[config.mk]
export PLATFORM = sky130hd
export DESIGN_NAME = position_poll_sched_flat
export DESIGN_NICKNAME = d
export VERILOG_FILES = /design/src/rtl/position_poll_sched_if.sv /design/src/rtl/position_poll_sched.sv /design/src/flat_wrapper.sv
export SDC_FILE = /design/constraint.sdc
export NUM_CORES = 1
export LEC_CHECK = 0
export ABC_CLOCK_PERIOD_IN_PS = 9000
export CAP_MARGIN = 20
export CORE_UTILIZATION = 58
export CTS_BUF_LIST = sky130_fd_sc_hd__clkbuf_4 sky130_fd_sc_hd__clkbuf_8
export CTS_CLUSTER_DIAMETER = 40
export DETAILED_ROUTE_END_ITERATION = 7
export PLACE_DENSITY = 0.87
export SLEW_MARGIN = 15
export SYNTH_ARGS = -nofsm -noshare
export SYNTH_HDL_FRONTEND = slang
export SYNTH_SLANG_ARGS = --single-unit
[constraint.sdc]
create_clock -name clk -period 9 [get_ports clk]
set_input_delay 1.8 -clock clk [delete_from_list [all_inputs] [get_ports clk]]
set_output_delay 1.8 -clock clk [all_outputs]
set_load 0.02 [all_outputs]
[src/rtl/position_poll_sched_if.sv]
// Peripheral bus bundle between the poll scheduler (master) and position_peripheral (slave).
interface position_poll_sched_if;
  logic        cs;
  logic        rd;
  logic        wr;
  logic [4:0]  addr;
  logic [15:0] bus_dout;   // write data towards the peripheral d_in
  logic [15:0] bus_din;    // read data from the peripheral d_out, one cycle behind addr

  modport master (output cs, rd, wr, addr, bus_dout, input bus_din);
  modport slave  (input cs, rd, wr, addr, bus_dout, output bus_din);
endinterface

[src/rtl/position_poll_sched.sv]
// Periodic measurement scheduler for position_peripheral: start, poll status until idle,
// then read X/Y/THETA into holding registers with a one-cycle valid pulse.
module position_poll_sched #(
  parameter logic [4:0] STATUS_ADDR = 5'd1,
  parameter logic [4:0] START_ADDR  = 5'd0,
  parameter logic [4:0] DATA_ADDR   = 5'd2,
  parameter int         TIMEOUT     = 1024
) (
  input  logic                  clk,
  input  logic                  rst,
  input  logic                  en,
  input  logic [31:0]           period,
  position_poll_sched_if.master bus,
  output logic [15:0]           pos_x,
  output logic [15:0]           pos_y,
  output logic [15:0]           pos_theta,
  output logic                  valid,
  output logic                  busy,
  output logic                  timeout_err,
  output logic                  overrun
);
  localparam int            CW        = $clog2(TIMEOUT + 1);
  localparam logic [CW-1:0] POLL_LAST = CW'(TIMEOUT - 1);
  localparam logic [CW-1:0] READ_LAST = CW'(5);

  typedef enum logic [2:0] {
    S_IDLE, S_WAIT, S_START, S_POLL, S_READ, S_DONE
  } state_t;

  state_t        state, state_n;
  logic [CW-1:0] scnt;      // cycles spent in the current state
  logic [31:0]   pcnt;
  logic          run, tick, to_hit;
  logic [15:0]   sh_x, sh_y;

  assign run  = en && (period != 32'd0);
  // >= rather than == so a period shrunk below the running count wraps at once
  assign tick = run && (pcnt >= period - 32'd1);
  assign busy = (state != S_IDLE) && (state != S_WAIT);

  // Period counter: free-runs 0..period-1 while enabled, cleared otherwise
  always_ff @(posedge clk) begin
    if (rst || !run) pcnt <= 32'd0;
    else if (tick)   pcnt <= 32'd0;
    else             pcnt <= pcnt + 32'd1;
  end

  // State register
  always_ff @(posedge clk) begin
    if (rst) state <= S_IDLE;
    else     state <= state_n;
  end

  // Per-state cycle counter, restarted on every state change
  always_ff @(posedge clk) begin
    if (rst || (state_n != state)) scnt <= '0;
    else                           scnt <= scnt + CW'(1);
  end

  // Next state and bus strobes
  always_comb begin
    state_n      = state;
    to_hit       = 1'b0;
    bus.cs       = 1'b0;
    bus.rd       = 1'b0;
    bus.wr       = 1'b0;
    bus.addr     = 5'd0;
    bus.bus_dout = 16'h0000;
    case (state)
      S_IDLE: if (en) state_n = S_WAIT;
      S_WAIT: begin
        if (tick)     state_n = S_START;
        else if (!en) state_n = S_IDLE;
      end
      S_START: begin
        bus.cs       = 1'b1;
        bus.wr       = 1'b1;
        bus.addr     = START_ADDR;
        bus.bus_dout = 16'h0001;
        state_n      = S_POLL;
      end
      S_POLL: begin
        bus.cs   = 1'b1;
        bus.rd   = 1'b1;
        bus.addr = STATUS_ADDR;
        // first cycle still shows data from before the status address was applied
        if ((scnt != '0) && (bus.bus_din == 16'h0000)) begin
          state_n = S_READ;
        end else if (scnt == POLL_LAST) begin
          to_hit  = 1'b1;
          state_n = en ? S_WAIT : S_IDLE;
        end
      end
      S_READ: begin
        bus.cs   = 1'b1;
        bus.rd   = 1'b1;
        bus.addr = DATA_ADDR + {3'b000, scnt[2:1]};
        if (scnt == READ_LAST) state_n = S_DONE;
      end
      S_DONE:  state_n = en ? S_WAIT : S_IDLE;
      default: state_n = S_IDLE;
    endcase
  end

  // Result capture, valid pulse and sticky error flags
  always_ff @(posedge clk) begin
    if (rst) begin
      sh_x        <= 16'h0000;
      sh_y        <= 16'h0000;
      pos_x       <= 16'h0000;
      pos_y       <= 16'h0000;
      pos_theta   <= 16'h0000;
      valid       <= 1'b0;
      timeout_err <= 1'b0;
      overrun     <= 1'b0;
    end else begin
      valid <= 1'b0;
      if (tick && busy) overrun <= 1'b1;
      if (to_hit)       timeout_err <= 1'b1;
      // each register gets two cycles; its data is present on the second
      if ((state == S_READ) && scnt[0]) begin
        case (scnt[2:1])
          2'd0:    sh_x <= bus.bus_din;
          2'd1:    sh_y <= bus.bus_din;
          default: begin
            pos_x     <= sh_x;
            pos_y     <= sh_y;
            pos_theta <= bus.bus_din;
            valid     <= 1'b1;
          end
        endcase
      end
    end
  end
endmodule

[src/flat_wrapper.sv]
// flat-port wrapper written by rule: the top's interface ports become plain ports
module position_poll_sched_flat 
#(
  parameter logic [4:0] STATUS_ADDR = 5'd1,
  parameter logic [4:0] START_ADDR  = 5'd0,
  parameter logic [4:0] DATA_ADDR   = 5'd2,
  parameter int         TIMEOUT     = 1024
)
  (clk, rst, en, period, pos_x, pos_y, pos_theta, valid, busy, timeout_err, overrun, bus_cs, bus_rd, bus_wr, bus_addr, bus_bus_dout, bus_bus_din);
  position_poll_sched_if bus_i ();
  input  logic clk;
  input  logic rst;
  input  logic en;
  input  logic [31:0] period;
  output logic [15:0] pos_x;
  output logic [15:0] pos_y;
  output logic [15:0] pos_theta;
  output logic valid;
  output logic busy;
  output logic timeout_err;
  output logic overrun;
  output wire logic [$bits(bus_i.cs)-1:0] bus_cs;
  output wire logic [$bits(bus_i.rd)-1:0] bus_rd;
  output wire logic [$bits(bus_i.wr)-1:0] bus_wr;
  output wire logic [$bits(bus_i.addr)-1:0] bus_addr;
  output wire logic [$bits(bus_i.bus_dout)-1:0] bus_bus_dout;
  input wire logic [$bits(bus_i.bus_din)-1:0] bus_bus_din;
  assign bus_cs = bus_i.cs;
  assign bus_rd = bus_i.rd;
  assign bus_wr = bus_i.wr;
  assign bus_addr = bus_i.addr;
  assign bus_bus_dout = bus_i.bus_dout;
  assign bus_i.bus_din = bus_bus_din;
  position_poll_sched #(.STATUS_ADDR(STATUS_ADDR), .START_ADDR(START_ADDR), .DATA_ADDR(DATA_ADDR), .TIMEOUT(TIMEOUT)) u_core (.clk(clk), .rst(rst), .en(en), .period(period), .bus(bus_i), .pos_x(pos_x), .pos_y(pos_y), .pos_theta(pos_theta), .valid(valid), .busy(busy), .timeout_err(timeout_err), .overrun(overrun));
endmodule
Word level (Yosys, flattened, before mapping)
Index checks and enable logic that the tools add are counted.
Word-level totals
  bits in registers: 129
  input bits: 51
  output and inout port bits: 76
  logic and storage cells: 68
Operators by class
  $add $sub $neg: 4
  order comparisons: 1
  equal/unequal tests: 10
  multiplexer cells: 17
  bitwise gates (word level): 2
  reductions and logical operators: 23
Operator list (count)
  32-bit by 1-bit adder with 32-bit output, second input constant: 1
  32-bit >= comparator: 1
  32-bit nonzero test: 1
  32-bit by 1-bit subtractor with 32-bit output, second input constant: 1
  3-bit 2-to-1 mux: 6
  3-bit one-hot mux with 6 select lines: 1
  16-bit logical NOT: 1
  11-bit by 1-bit adder with 11-bit output, second input constant: 1
  11-bit by 10-bit equality test with 1-bit output, second input constant: 1
  11-bit by 3-bit equality test with 1-bit output, second input constant: 1
  11-bit nonzero test: 1
  5-bit one-hot mux with 2 select lines: 1
  1-bit 2-to-1 mux: 9
  2-bit OR reduction: 4
  3-bit by 2-bit equality test with 1-bit output, second input constant: 2
  3-bit equality test, second input constant: 2
  1-bit logical AND: 6
  2-bit AND reduction: 3
  2-bit by 2-bit adder with 3-bit output, first input constant: 1
  3-bit by 1-bit equality test with 1-bit output, second input constant: 1
  3-bit logical NOT: 1
  3-bit by 1-bit != test with 1-bit output, second input constant: 1
  3-bit != test: 1
  3-bit nonzero test: 1
  other kinds (6): 8

Depth between registers and ports, before layout
Gate-level depths: netlist of the first run.
  depth in word-level cells: 7
  gate-level depth with buffers: 16

Worst setup path before layout of the first run
Ideal clock, no wire load.
  path type: input-to-reg
  from: in period[5]
  to: reg u_core.pcnt[10]
  arrival: 4.792 ns
  required time: 8.868 ns
  path slack: 4.077 ns
  stages: 15
  path buffers: 2
  cell sequence: nor4_2 -> nor2b_1 -> nand3_1 -> nor3_1 -> nand2_1 -> xor2_1 -> ha_1 -> nand4_1 -> nor3_1 -> o211ai_1 -> a31oi_1 -> or3_1 -> clkbuf_1 -> buf_2 -> nor3_1
On the way
  word-level cells in the longest chain between the ends: 5
  elaborated cells on any way between the ends: 8
  classes of those cells: add/sub (1); order compare (1); reduce/logical (6)
Ends and longest elaborated chain
  start: declaration: line flat_wrapper.sv:14  | input logic [31:0] period;
  branches (longest 4 deep; another with 32-bit by 1-bit subtractor with 32-bit output)
  2-bit OR reduction (no source line) *
  end signal: assignment: line position_poll_sched.sv:45  | else pcnt <= pcnt + 32'd1;
  end: declaration: line position_poll_sched.sv:32  | logic [31:0] pcnt;
Mark *: on every way between the ends.
A chain may end at the register's enable or synchronous reset.

Final worst setup path of the first run
  from: in period[5]
  to: reg u_core.scnt[2]
On the way
  word-level cells in the longest chain between the ends: 7
  elaborated cells on any way between the ends: 9
  classes of those cells: add/sub (1); order compare (1); eq/ne (1); mux (2); reduce/logical (4)
Ends and longest elaborated chain
  32-bit by 1-bit subtractor with 32-bit output or 32-bit nonzero test (tied branches): line position_poll_sched.sv:38, position_poll_sched.sv:36
  32-bit >= comparator or 1-bit logical AND (tied branches): line position_poll_sched.sv:38, position_poll_sched.sv:36
  1-bit logical AND *: line position_poll_sched.sv:38  | assign tick = run && (pcnt >= period - 32'd1);
  3-bit 2-to-1 mux *: line position_poll_sched.sv:72  | if (tick) state_n = S_START;
  3-bit one-hot mux with 6 select lines *: line position_poll_sched.sv:69  | case (state)
  3-bit != test *: line position_poll_sched.sv:56  | if (rst || (state_n != state)) scnt <= '0;
  1-bit logical OR *: line position_poll_sched.sv:56
  end signal: assignment: line position_poll_sched.sv:57  | else scnt <= scnt + CW'(1);
  end: declaration: line position_poll_sched.sv:31  | logic [CW-1:0] scnt;
Mark *: on every way between the ends. The rest lies on a longest branch, timed or not.

==> flow_metrics.py, run 1 <==
metrics = {
    "synth": {
        "yosys.area.top_type": "dfxtp_1",
        "yosysSeqAreaShare_pct": 39.8,
        "synth.distinct_cells": 48,
        "postSynthCellCount": 803,
        "synth_area_leaders": "dfxtp_1, nand2_1, a21oi_1",
        "synth-seq-cells": 129,
        "synth_top_area_share_pct": 39.8,
        "syn_area_um2": 6490,
        "ys_warn_count": 0,
        "synth.avg_cell_area_um2": 8.08,
    },
    "clock_tree": {
        "cts_tree": "built",
        "cts_buffer_depth": 2,
        "clockRootBuffer": "clkbuf_8",
        "worstSkewPairLatency_ps": 430,
        "cts_hold_buffers": 0,
        "cts_sinks": 129,
        "clk_pin_slew_ps": 70,
        "cts_resized": 0,
        "cts_max_level": 4,
        "cts_setup_buffers": 0,
        "numCtsBuffers": 17,
    },
    "pwr": {
        "p_leak_nw": 2.78,
        "peakVddDrop_mv": 0.103,
        "power.density_nw_per_um2": 139,
    },
    "worst_setup_path": {
        "endpoint_kind": "flop",
        "r2r_cells": 7,
        "crit_top_cell": "nor3_1",
        "critPathMaxStageDelay_ps": 670,
        "crit_type": "input pin to flop",
        "critPathArrivalTime_ps": 6220,
        "critPathLaunchType": "input pin",
        "cpMaxStageDelayCell": "o2111a_1",
        "rrSetupSlack_ps": 6050,
        "required_ps": 9300,
        "path_cells": "clkdlybuf4s50_1 -> nor4_2 -> nor2b_1 -> nand3_1 -> nor3_1 -> nand2_1 -> xor2_1 -> ha_1 -> nand4_1 -> nor3_1 -> o211ai_1 -> a31oi_1 -> o2111a_1 -> nor3_2",
        "critPathMaxFanout": 11,
    },
    "finish": {
        "area.growth.synth_to_final_pct": 22.9,
        "final_core_util_pct": 73.3,
        "final_common_cell": "nand2_1",
        "seq_area_um2": 2580,
        "multi_input_area_um2": 3650,
        "fill_cells": 813,
        "final_nets": 985,
        "n_antenna_cell": 0,
        "layout_common_cells": "nand2_1, dfxtp_1, clkdlybuf4s50_1",
        "drive_gt1_share_pct": 6.49,
        "final_area_um2": 7980,
    },
    "routing": {
        "vias": 5949,
        "routed_wirelength_um": 15600,
        "drt_iter0_drc": 465,
        "avgViaCountPerCell": 5.67,
        "ant_nets": 0,
        "drtPass1Iterations": 5,
        "drcViolationCount": 0,
        "wl_per_cell_um": 14.9,
    },
    "place": {
        "placed_area_um2": 7590,
        "gp_congestion": 0.816,
        "port_buffers": 109,
        "dp_hpwl_um": 10700,
    },
    "timing": {
        "skew_ps": 9.23,
        "fin_crit_sh_pct": 65.8,
        "hold_viol": 0,
        "fmax_ghz": 0.169,
        "tightestPinTransition_ps": 894,
        "final-setup-viol-count": 0,
        "period_minus_slack_ps": 5930,
        "setup_total_negative_slack_ps": 0,
        "slew_violations": 0,
        "rsz0062_at_grt": "no",
        "holdWs_ps": 451,
        "max_slew_margin_pct": 39.9,
    },
    "hold_path": {
        "hold_class": "flop to flop",
        "hold_depth": 2,
    },
    "floorplan": {
        "floorplan.initialDensity_pct": 59.6,
        "fp.dieArea_um2": 11600,
        "die_y_um": 108,
        "die-width_um": 108,
        "coreArea_um2": 10900,
        "ios": 127,
        "row_count": 38,
    },
    "grt": {
        "antenna_found_initial": 0,
        "grt_pass1_vias": 5319,
        "grt_usage_pct": 27.6,
        "grt_pass1_wl_um": 25400,
        "grt_overflow_total": 0,
        "grt_max_degree": 89,
    },
    "job": {
        "maxCapViolations": 0,
    },
    "status": {
        "status": "completed",
    },
}
## state kept, by name, indices dropped and copies added (netlist names)
name	cells
u_core.state	3
u_core.pos_theta	16
u_core.sh_y	16
u_core.valid	1
u_core.pcnt	32
u_core.overrun	1
u_core.scnt	11
u_core.pos_x	16
u_core.timeout_err	1
u_core.sh_x	16
u_core.pos_y	16
## synth_stat cells, drive strengths merged
library cell and number:
xor2 37, o21a 2, nor2 27, a2111oi 3, conb 1, ha 37
xnor2 31, dfxtp 129, a221oi 1, clkbuf 31, a21oi 93, a21o 3
o21ai 6, buf 25, nor4 18, nor3b 1, a2bb2oi 1, or2 1
or3 6, nor3 59, a31oi 4, a21boi 3, or4 5, nand3 32
o211a 1, and2 2, o211ai 4, inv 16, nand4b 2, o2111ai 1
nand4 11, o41ai 1, o2111a 1, nor2b 2, nor4b 1, a31o 1
and4 4, nand2b 1, nand2 190, and3 7, o31ai 1, a2111o 1
## stage by stage
stage | setup WS (ps) | total power [mW] | instances
finish | 3070 | 1.11 | 1049
global route | 2780 | 1.15 | 1049
CTS | 2740 | 1.11 | 1048
detailed placement | 2360 | 0.669 | 1017
global placement | 2530 | 0.668 | 1017
floorplan | 4080 | 0.634 | 819
## metal layers
| layer | wire length (um) | vias up | track usage [%] |
|---|---|---|---|
| met4 | 244 | 0 | 7.44 |
| met3 | 900 | 33 | 6.54 |
| met5 | 0 | - | 0 |
| met2 | 7420 | 186 | 44.4 |
| met1 | 7060 | 2794 | 36.9 |
| li1 | - | 2936 | - |
## report_power, final
| part | internal [mW] | switching (mW) |
|---|---|---|
| logic | 0.0358 | 0.0476 |
| clock network | 0.224 | 0.230 |
| registers | 0.572 | 0.00327 |
| total | 0.831 | 0.281 |
## critical path: cells and delay by family
| family | cells | cell delay, ps |
|---|---|---|
| AND/OR/NAND/NOR | 8 | 2160 |
| adder cells (fa/ha/maj) | 1 | 310 |
| XOR/XNOR | 1 | 170 |
| buffers and inverters | 1 | 490 |
| AO/OA/AOI/OAI | 3 | 1280 |
## cell families after synthesis
kind of cell    after synthesis  share of synthesized area, %
simple gates                369                          27.1
compound gates              127                          11.4
buf+inv                      72                          5.34
fa+ha+maj                    37                          7.13
flops                       129                          39.8
other cells                   1                        0.0578
xor+xnor                     68                          9.18
## final cells by class
cell class / instances / share of cell area (%)
multi-input cells: 618 / 45.7
flip-flops and latches: 129 / 32.4
inverters: 16 / 0.753
well taps: 140 / 2.20
repair buffers: 115 / 14.4
clock buffers: 18 / 3.10
clock inverters: 13 / 1.44
## worst paths after layout
| path | start | to |
|---|---|---|
| max | period[5] | u_core.scnt[2]$_SDFF_PP0_ |
| min | u_core.sh_y[5]$_SDFFE_PP0P_ | u_core.pos_y[5]$_SDFFE_PP0P_ |
| max reg2reg | u_core.pcnt[9]$_SDFF_PP0_ | u_core.scnt[2]$_SDFF_PP0_ |
| min reg2reg | u_core.sh_y[5]$_SDFFE_PP0P_ | u_core.pos_y[5]$_SDFFE_PP0P_ |
(Power assumes the default switching activity.)
==> inputs of run 2 (changes only) <==
--- a/config.mk
+++ b/config.mk
@@ -5,13 +5,13 @@
 export SDC_FILE = /design/constraint.sdc
 export NUM_CORES = 1
 export LEC_CHECK = 0
-export ABC_CLOCK_PERIOD_IN_PS = 9000
+export ABC_CLOCK_PERIOD_IN_PS = 4800
 export CAP_MARGIN = 20
-export CORE_UTILIZATION = 58
+export CORE_UTILIZATION = 49
 export CTS_BUF_LIST = sky130_fd_sc_hd__clkbuf_4 sky130_fd_sc_hd__clkbuf_8
 export CTS_CLUSTER_DIAMETER = 40
 export DETAILED_ROUTE_END_ITERATION = 7
-export PLACE_DENSITY = 0.87
+export PLACE_DENSITY = 0.78
 export SLEW_MARGIN = 15
 export SYNTH_ARGS = -nofsm -noshare
 export SYNTH_HDL_FRONTEND = slang
==> constraint.sdc (replaced) <==
create_clock -name clk -period 4.8 [get_ports clk]
set_input_delay 0.96 -clock clk [delete_from_list [all_inputs] [get_ports clk]]
set_output_delay 0.96 -clock clk [all_outputs]
set_load 0.02 [all_outputs]
==> run 2 against run 1 <==
Against the previous run: global-route usage fell by 4.5 points; worst hold slack improved by 4.8 ps; non-clock buffer count rose by 11; utilization fell by 9.6 points; critical path depth rose by 2; sequential cell count did not move; setup slack got worse by 2600 ps; sequential share of layout area fell by 0.64 points; sequential power rose by 88%; largest cell class unchanged; largest power group unchanged.
==> flow_metrics.py, run 2 (synthesis results as in run 1) <==
metrics = {
    "finish": {
        "layout_common_cells": "nand2_1, dfxtp_1, clkdlybuf4s50_1",
        "largest_reg_flops": 32,
        "final_nets": 996,
        "final_common_cell": "nand2_1",
        "area.growth.synth_to_final_pct": 25.4,
        "final_core_util_pct": 63.7,
        "drive_gt1_share_pct": 7.71,
        "fill_cells": 1101,
        "top_register": "u_core.pcnt",
        "multi_input_area_um2": 3650,
        "seq_area_um2": 2580,
        "final_area_um2": 8140,
        "layoutNonFillerInstCount": 1093,
        "n_antenna_cell": 0,
    },
    "place": {
        "pre_cts_slack_ps": -9.99,
        "placed_area_um2": 7730,
        "dp_hpwl_um": 10900,
        "placed_cells_incl_taps": 1061,
        "gp_congestion": 0.819,
        "port_buffers": 109,
    },
    "routing": {
        "drcViolationCount": 0,
        "avgViaCountPerCell": 5.28,
        "drtPass1Iterations": 5,
        "wl_per_cell_um": 14.1,
        "routed_wirelength_um": 15400,
        "drt_iter0_drc": 400,
        "vias": 5767,
        "ant_nets": 0,
    },
    "timing": {
        "fmax_ghz": 0.231,
        "rsz0062_at_grt": "no",
        "holdWs_ps": 455,
        "final-setup-viol-count": 0,
        "setup_total_negative_slack_ps": 0,
        "setup_slack_ps": 463,
        "slew_violations": 0,
        "tightestPinTransition_ps": 961,
        "hold_viol": 0,
        "max_slew_margin_pct": 35.5,
        "period_minus_slack_ps": 4340,
        "fin_crit_sh_pct": 90.3,
        "skew_ps": 10.1,
    },
    "grt": {
        "grt_max_degree": 84,
        "grt_usage_pct": 23.1,
        "antenna_found_initial": 0,
        "grt_pass1_vias": 5168,
        "grt_pass1_wl_um": 24800,
        "grt_overflow_total": 0,
    },
    "clock_tree": {
        "numCtsBuffers": 17,
        "cts_resized": 0,
        "cts_tree": "built",
        "worstSkewPairLatency_ps": 440,
        "clockRootBuffer": "clkbuf_8",
        "clk_pin_slew_ps": 90,
        "cts_sinks": 129,
        "cts_hold_buffers": 0,
        "cts_max_level": 4,
        "cts_buffer_depth": 2,
        "cts_setup_buffers": 0,
    },
    "floorplan": {
        "row_count": 41,
        "floorplan.initialDensity_pct": 50.8,
        "fp.dieArea_um2": 13700,
        "die-width_um": 117,
        "die_y_um": 117,
        "coreArea_um2": 12800,
        "ios": 127,
    },
    "hold_path": {
        "hold_class": "flop to flop",
    },
    "worst_setup_path": {
        "path_cells": "clkdlybuf4s50_1 -> inv_1 -> ha_1 -> nor4b_2 -> buf_4 -> nand4b_4 -> nor4_1 -> xnor2_1 -> ha_1 -> nand4_1 -> nor3_1 -> o211ai_1 -> a31oi_1 -> o2111a_1 -> buf_4 -> nor3b_1",
        "critPathLaunchType": "input pin",
        "endpoint_kind": "flop",
        "critPathArrivalTime_ps": 4640,
        "critPathMaxStageDelay_ps": 420,
        "cpMaxStageDelayCell": "clkdlybuf4s50_1",
        "critPathMaxFanout": 11,
        "crit_type": "input pin to flop",
        "required_ps": 5110,
    },
    "status": {
        "status": "completed",
    },
    "pwr": {
        "p_leak_nw": 2.84,
        "peakVddDrop_mv": 0.242,
        "power.density_nw_per_um2": 269,
        "total_power_mw": 2.19,
    },
    "job": {
        "maxCapViolations": 0,
    },
}
[run 2: changes by cell type in the layout (fill, tap and decap cells not counted), sizes merged]
| cell | before | now |
|---|---|---|
| clkinvlp | 1 | 2 |
| buf | 7 | 18 |
| clkbuf | 18 | 17 |
| clkinv | 10 | 5 |
| bufinv | 1 | 2 |
| inv | 17 | 22 |
[run 2: where the power goes]
| part | internal [mW] | switching [mW] |
|---|---|---|
| clock network | 0.478 | 0.476 |
| logic | 0.0686 | 0.0896 |
| registers | 1.07 | 0.00631 |
[run 2: final timing paths]
| check | slack [ps] | end | start | depth (start not counted) |
|---|---|---|---|---|
| setup / recovery | 460 | u_core.scnt[1]$_SDFF_PP0_ | period[0] | 16 |
| hold / removal | 460 | u_core.pos_x[1]$_SDFFE_PP0P_ | u_core.sh_x[1]$_SDFFE_PP0P_ | 2 |
| setup reg to reg | 2160 | u_core.pcnt[22]$_SDFF_PP0_ | u_core.pcnt[15]$_SDFF_PP0_ | 8 |
| hold reg to reg | 460 | u_core.pos_x[1]$_SDFFE_PP0P_ | u_core.sh_x[1]$_SDFFE_PP0P_ | 2 |
[run 2: area by class of cell]
| class | count | share of cell area, % |
|---|---|---|
| inverters | 16 | 0.738 |
| flip-flops and latches | 129 | 31.7 |
| clock inverters | 15 | 2.15 |
| well taps | 172 | 2.64 |
| multi-input cells | 618 | 44.8 |
| repair buffers | 126 | 15.1 |
| clock buffers | 17 | 2.87 |
[run 2: worst max-delay path, delay by kind of cell]
family	cells	cell delay, ps
adder cells (fa/ha/maj)	2	530
buffers and inverters	4	900
AND/OR/NAND/NOR	6	1320
AO/OA/AOI/OAI	3	800
XOR/XNOR	1	110
[run 2: per-layer routing]
| layer | GRT usage (%) | vias up | part of all wire (%) |
|---|---|---|---|
| met2 | 35.9 | 163 | 46 |
| met1 | 32.4 | 2636 | 48 |
| met5 | 0 | - | 0 |
| met4 | 6.41 | 0 | 1.1 |
| li1 | - | 2953 | - |
| met3 | 4.74 | 15 | 5.6 |
==> inputs of run 3 (changes only) <==
--- a/config.mk
+++ b/config.mk
@@ -12,6 +12,7 @@
 export CTS_CLUSTER_DIAMETER = 40
 export DETAILED_ROUTE_END_ITERATION = 7
 export PLACE_DENSITY = 0.78
+export SKIP_LAST_GASP = 1
 export SLEW_MARGIN = 15
 export SYNTH_ARGS = -nofsm -noshare
 export SYNTH_HDL_FRONTEND = slang
==> results of run 3 <==
Same layout as run 2: the final DEF is identical, and so are final timing and power.
